**src/rtl/frame_buffer_ctrl.sv**
```systemverilog
// Write-side sequencer and ping/pong arbiter for the frame double buffer.
// Scatters accepted pixel words bank-fastest over the write buffer and hands full frames to the reader.
module frame_buffer_ctrl #(
  parameter int BANK_COUNT      = 6,
  parameter int BLOCK_COUNT     = 2,
  parameter int WORDS_PER_BLOCK = 562,
  parameter int ADDR_W          = $clog2(WORDS_PER_BLOCK)
) (
  input  logic                                          I_clk,
  input  logic                                          I_reset,
  input  logic                                          I_frame_start,
  input  logic                                          I_wr_valid,
  input  logic [31:0]                                   I_wr_data,
  output logic                                          O_wr_ready,
  output logic                                          O_wr_en,
  output logic                                          O_wr_buf,
  output logic [((BANK_COUNT > 1) ? $clog2(BANK_COUNT) : 1)-1:0]   O_wr_bank,
  output logic [((BLOCK_COUNT > 1) ? $clog2(BLOCK_COUNT) : 1)-1:0] O_wr_block,
  output logic [ADDR_W-1:0]                             O_wr_addr,
  output logic [31:0]                                   O_wr_data,
  output logic                                          O_rd_buf,
  output logic                                          O_rd_start,
  input  logic                                          I_rd_done,
  output logic [15:0]                                   O_drop_count
);

  localparam int BANK_W  = (BANK_COUNT > 1) ? $clog2(BANK_COUNT) : 1;
  localparam int BLOCK_W = (BLOCK_COUNT > 1) ? $clog2(BLOCK_COUNT) : 1;
  localparam logic [BANK_W-1:0]  BANK_MAX  = BANK_W'(BANK_COUNT - 1);
  localparam logic [BLOCK_W-1:0] BLOCK_MAX = BLOCK_W'(BLOCK_COUNT - 1);
  localparam logic [ADDR_W-1:0]  ADDR_MAX  = ADDR_W'(WORDS_PER_BLOCK - 1);

  typedef enum logic [1:0] {S_IDLE, S_FILL, S_SWAP} state_t;

  state_t              r_state, w_next_state;
  logic [BANK_W-1:0]   r_bank, w_bank;
  logic [BLOCK_W-1:0]  r_block, w_block;
  logic [ADDR_W-1:0]   r_addr, w_addr;
  logic                w_restart, w_accept, w_swap, w_last, w_wr_ready;
  logic                r_wr_en, r_wr_buf, r_rd_buf, r_rd_start, r_rd_busy;
  logic [BANK_W-1:0]   r_wr_bank;
  logic [BLOCK_W-1:0]  r_wr_block;
  logic [ADDR_W-1:0]   r_wr_addr;
  logic [31:0]         r_wr_data;
  logic [15:0]         r_drop_count;

  // A frame_start during FILL makes the word of that same cycle word 0 of the new frame.
  assign w_restart = (r_state == S_FILL) && I_frame_start;
  assign w_bank    = w_restart ? '0 : r_bank;
  assign w_block   = w_restart ? '0 : r_block;
  assign w_addr    = w_restart ? '0 : r_addr;
  assign w_last    = (w_bank == BANK_MAX) && (w_block == BLOCK_MAX) && (w_addr == ADDR_MAX);

  // NOTE: every signal driven here gets a default first, so no path can infer a latch.
  always_comb begin
    w_next_state = r_state;
    w_wr_ready   = 1'b0;
    w_accept     = 1'b0;
    w_swap       = 1'b0;
    unique case (r_state)
      S_IDLE: if (I_frame_start) w_next_state = S_FILL;
      S_FILL: begin
        w_wr_ready = 1'b1;
        w_accept   = I_wr_valid;
        if (I_wr_valid && w_last) w_next_state = S_SWAP;
      end
      S_SWAP: if (!r_rd_busy || I_rd_done) begin
        w_swap       = 1'b1;
        w_next_state = S_IDLE;
      end
      default: w_next_state = S_IDLE;
    endcase
  end

  // NOTE: sequential state uses non-blocking assignments so all registers update from pre-edge values.
  always_ff @(posedge I_clk) begin
    if (I_reset) r_state <= S_IDLE;
    else         r_state <= w_next_state;
  end

  // Mod-N scatter counters: bank wraps into block, block wraps into addr.
  always_ff @(posedge I_clk) begin
    if (I_reset || r_state == S_IDLE) begin
      r_bank  <= '0;
      r_block <= '0;
      r_addr  <= '0;
    end else if (w_accept) begin
      if (w_bank == BANK_MAX) begin
        r_bank <= '0;
        if (w_block == BLOCK_MAX) begin
          r_block <= '0;
          r_addr  <= (w_addr == ADDR_MAX) ? '0 : w_addr + ADDR_W'(1);
        end else begin
          r_block <= w_block + BLOCK_W'(1);
          r_addr  <= w_addr;
        end
      end else begin
        r_bank  <= w_bank + BANK_W'(1);
        r_block <= w_block;
        r_addr  <= w_addr;
      end
    end else if (w_restart) begin
      r_bank  <= '0;
      r_block <= '0;
      r_addr  <= '0;
    end
  end

  always_ff @(posedge I_clk) begin
    if (I_reset) begin
      r_wr_en    <= 1'b0;
      r_wr_bank  <= '0;
      r_wr_block <= '0;
      r_wr_addr  <= '0;
      r_wr_data  <= '0;
    end else begin
      r_wr_en <= w_accept;
      if (w_accept) begin
        r_wr_bank  <= w_bank;
        r_wr_block <= w_block;
        r_wr_addr  <= w_addr;
        r_wr_data  <= I_wr_data;
      end
    end
  end

  // Swap wins over a coincident rd_done, so the reader stays busy with the fresh frame.
  always_ff @(posedge I_clk) begin
    if (I_reset) begin
      r_wr_buf     <= 1'b0;
      r_rd_buf     <= 1'b1;
      r_rd_start   <= 1'b0;
      r_rd_busy    <= 1'b0;
      r_drop_count <= '0;
    end else begin
      r_rd_start <= w_swap;
      if (w_swap) begin
        r_rd_buf  <= r_wr_buf;
        r_wr_buf  <= ~r_wr_buf;
        r_rd_busy <= 1'b1;
      end else if (I_rd_done) begin
        r_rd_busy <= 1'b0;
      end
      if (w_restart && r_drop_count != 16'hFFFF) r_drop_count <= r_drop_count + 16'd1;
    end
  end

  assign O_wr_ready   = w_wr_ready;
  assign O_wr_en      = r_wr_en;
  assign O_wr_buf     = r_wr_buf;
  assign O_wr_bank    = r_wr_bank;
  assign O_wr_block   = r_wr_block;
  assign O_wr_addr    = r_wr_addr;
  assign O_wr_data    = r_wr_data;
  assign O_rd_buf     = r_rd_buf;
  assign O_rd_start   = r_rd_start;
  assign O_drop_count = r_drop_count;

endmodule

```
**config.mk**
```make
export PLATFORM = sky130hd
export DESIGN_NAME = frame_buffer_ctrl
export DESIGN_NICKNAME = d
export VERILOG_FILES = /design/src/rtl/frame_buffer_ctrl.sv
export SDC_FILE = /design/constraint.sdc
export NUM_CORES = 1
export LEC_CHECK = 0
export BUFFER_PORTS_ARGS = -buffer_cell sky130_fd_sc_hd__buf_2
export CAP_MARGIN = 10
export CORE_MARGIN = 3
export CORE_UTILIZATION = 45
export CTS_CLUSTER_SIZE = 40
export DETAILED_ROUTE_END_ITERATION = 6
export HOLD_SLACK_MARGIN = 0.03
export PLACE_DENSITY = 0.8
export REMOVE_ABC_BUFFERS = 1
export SLEW_MARGIN = 20
export SYNTH_ARGS = -nofsm -noshare
export SYNTH_HDL_FRONTEND = slang
export SYNTH_SLANG_ARGS = --single-unit
```
**constraint.sdc**
```tcl
create_clock -name I_clk -period 2.5 [get_ports I_clk]
set_clock_uncertainty 0.2 [all_clocks]
set_input_delay 0.125 -clock I_clk [delete_from_list [all_inputs] [get_ports I_clk]]
set_output_delay 0.125 -clock I_clk [all_outputs]
set_load 0.1 [all_outputs]
```
==> flow_summary_export.csv <==
group,metric,value,unit
detailed_routing,dr.pass1.iters,5,
worst_setup_path,slowest_delay,0.52,ns
placed_design,hpwlAfterDp,5941,um
pwr,total_power,2.705,mW
clocking,cts_inserted_buffers,9,
clocking,cts.sinks,83,
clocking,clk_latency,0.35,ns
placed_design,portBuffers,103,
detailed_routing,drtAntennaViolNets,0,
floorplan,num_rows,31,
worst_setup_path,path_cells,"dlygate4sd3_1 -> buf_2 -> nand3b_4 -> and2_1 -> ha_1 -> nor4bb_2 -> nand4_1 -> o32ai_1 -> nor3_1",
detailed_routing,dr_wl_met3,574,um
detailed_routing,met2WireLength,4629,um
worst_setup_path,end_kind,"flop",
detailed_routing,drc,0,
worst_setup_path,r2r_slack,0.20,ns
worst_setup_path,path_max_fanout,10,
clocking,htreeDepth,3,
timing,fin_crit_sh,92.60,%
flow_run,cap_violations,0,
synthesis,synth_seq_cells,83,
detailed_routing,routed_via_density,5.226,
worst_setup_path,path_delay_family,"simple AND/OR/NAND/NOR gates",
worst_setup_path,slowest_stage,"dlygate4sd3_1",
clocking,cts_tree,"done",
detailed_routing,drt_iter0_drc,225,
detailed_routing,met1_length,3947,um
placed_design,gp_congestion,0.8236,
floorplan,chipHeight,93.90,um
min_path,holdCritPathClass,"flop to flop",
floorplan,start_util,47.18,%
cells_and_area,n_antenna_cell,0,
synthesis,syn_avg_cell_area,8.162,um^2
cells_and_area,final_cell_mix,"103 x buf_2, 100 x nand2_1, 81 x dfxtp_1",
timing,relSlewSlack,53.12,%
synthesis,synth_edf_count,0,
worst_setup_path,cp_num_buf_inv,2,
global_route,grt_pass1_vias,3171,
cells_and_area,drive_above_1_share,25.35,%
clocking,cts.clk_slew.worst_paths,0.08,ns
global_route,grt_max_degree,71,
pwr,leakage,1.881,nW
synthesis,syn-cell-area,3477,um^2
synthesis,synth_cells,426,
floorplan,ios,104,
worst_setup_path,ff2ff_path_depth,7,
timing,tightest_slew,0.7032,ns
worst_setup_path,cp_num_cells,9,
timing,setup_viol,0,
global_route,grtUsageTotal,21.00,%
detailed_routing,routedWlPerCell,13.94,um
pwr,peakVddDrop,0.0003024,V
cells_and_area,mostFrequentLayoutCell,"buf_2",
synthesis,seq_area_frac_synth,47.79,%
worst_setup_path,r2r_end,"r_state[0]",
floorplan,die-area,8817,um^2
global_route,antenna_found_initial,0,
worst_setup_path,rr_startpoint,"r_state[1]",
global_route,grt_overflow,0,
placed_design,dpl_cell_area,4084,um^2
synthesis,yosysUniqueCellTypes,49,
worst_setup_path,startpoint,"I_frame_start",
detailed_routing,top_layer,"met4",
synthesis,yosysWarnings,0,
run_status,outcome,"complete, no violations",
timing,drv_slew,0,
cells_and_area,nNetsFinal,600,
cells_and_area,area_growth,33.83,%
detailed_routing,routed_wl,9245,um
floorplan,dieWidth,93.90,um
clocking,clock_path_buffers,2,
synthesis,synthFlopType,"dfxtp_1",
worst_setup_path,arrival,2.31,ns
timing,max_freq,432.0,MHz
pwr,power_density,581.3,nW/um^2
synthesis,async_flop_share,0,%
timing,min_period,2.315,ns
timing,hold_viol,0,
clocking,cts_root_buffer,"clkbuf_8",
worst_setup_path,start_kind,"primary input",
detailed_routing,via_count,3465,
cells_and_area,fin_area,4653,um^2
worst_setup_path,critPathKind,"primary input to flop",
global_route,grt_first_pass_wirelength,14940,um
worst_setup_path,crit_path_end,"r_state[0]",
floorplan,core,7370,um^2
worst_setup_path,crit_required,2.50,ns
## layout make-up
type,instances,area [um^2]
fill,622,2716
multi-input combinational,311,1690
sequential,83,1664
timing repair buffer,147,948.4
clock buffer,10,137.6
tap,99,123.9
clock inverter,6,62.56
inverter,7,26.28
## how the worst min path moves through the flow
stage,start,to,cells past startpoint
after floorplan,I_reset,O_drop_count[11],1
after global placement,I_wr_data[0],O_wr_data[0],3
after detailed placement,I_wr_data[8],O_wr_data[8],3
after CTS,O_wr_data[9],O_wr_data[9],2
after global routing,O_wr_data[3],O_wr_data[3],2
final,O_wr_addr[7],O_wr_addr[7],2
## power by group
group	total, mW	internal [mW]	leakage (nW)	switching, mW
clock network	0.961	0.489	0.106	0.472
logic	0.381	0.103	1.10	0.278
registers	1.36	1.35	0.673	0.0167
total	2.70	1.94	1.88	0.767
## worst reg2reg max path: stages, from the launching register on
cell and delay [ns]:
dfxtp_2 0.39, nand3b_4 0.20, and2_1 0.20, ha_1 0.15
nor4bb_2 0.32, nand4_1 0.27, o32ai_1 0.35, nor3_1 0.07
## per-stage QoR
stage          worst slack, ns  hold slack [ns]  utilization, %  instances  setup TNS (ns)
4_1_cts                 0.1100           0.2568           63.02        663               0
6_report                0.1851           0.2546           63.14        663               0
3_3_place_gp            0.2266           0.1667           55.42        611               0
5_1_grt               -0.01875           0.2717           63.14        663        -0.01875
3_5_place_dp            0.1259           0.1709           55.42        611               0
2_1_floorplan          -0.3221        -0.005934               -        401          -7.584
## Yosys cell counts, types with 2 or more instances
master / count / share of area, %
ha_1: 4 / 1.4
o21ai_0: 6 / 0.86
mux2_2: 4 / 1.3
o31ai_1: 3 / 0.65
nor3_1: 9 / 1.3
nor4_1: 3 / 0.54
a21o_1: 2 / 0.43
nand4_1: 10 / 1.8
inv_1: 7 / 0.76
and2_1: 5 / 0.90
a21oi_1: 63 / 9.1
nand2b_1: 3 / 0.54
or2_2: 3 / 0.54
xnor2_1: 5 / 1.3
nor2_1: 28 / 3.0
o41ai_1: 3 / 0.76
o311ai_0: 3 / 0.76
nand3_1: 11 / 1.6
or4_1: 6 / 1.3
nand4b_1: 3 / 0.76
a22oi_1: 4 / 0.86
or3b_2: 2 / 0.50
mux2i_1: 2 / 0.58
nand2_1: 100 / 11
dfxtp_1: 83 / 48
or3_1: 3 / 0.54
clkbuf_1: 22 / 2.4
o21bai_1: 3 / 0.65
nor2b_1: 6 / 1.1
## sequential cells by signal, summed over array words and instances, names as in the netlist
register / count
r_addr: 10
r_state: 2
O_wr_data: 32
O_wr_block: 1
r_block: 1
O_wr_en: 1
r_rd_busy: 1
O_wr_bank: 3
O_wr_addr: 10
O_wr_buf: 1
O_rd_start: 1
O_rd_buf: 1
r_bank: 3
O_drop_count: 16
## what timing repair did
action	CTS	global route
hold endpoints to repair	40	0
hold buffers	36	0
buffers inserted	0	0
endpoints found under the setup margin	0	9
resized for setup	0	3
## kinds of logic after synthesis
logic type               Yosys count  share of synthesized area [%]
AO/OA/AOI/OAI                     91                          15.04
XOR/XNOR                           6                          1.511
adder cells (fa/ha/maj)            4                          1.439
buffers and inverters             32                          3.778
flip-flops                        83                          47.79
multiplexers                       6                          1.871
AND/OR/NAND/NOR                  204                          28.57
## layer usage
layer	track usage, %	vias to the layer above
li1	-	1744
met1	25.27	1597
met2	36.96	118
met3	4.567	6
met4	6.859	0
met5	0	-
No activity file was read; power rests on OpenSTA's default activity.
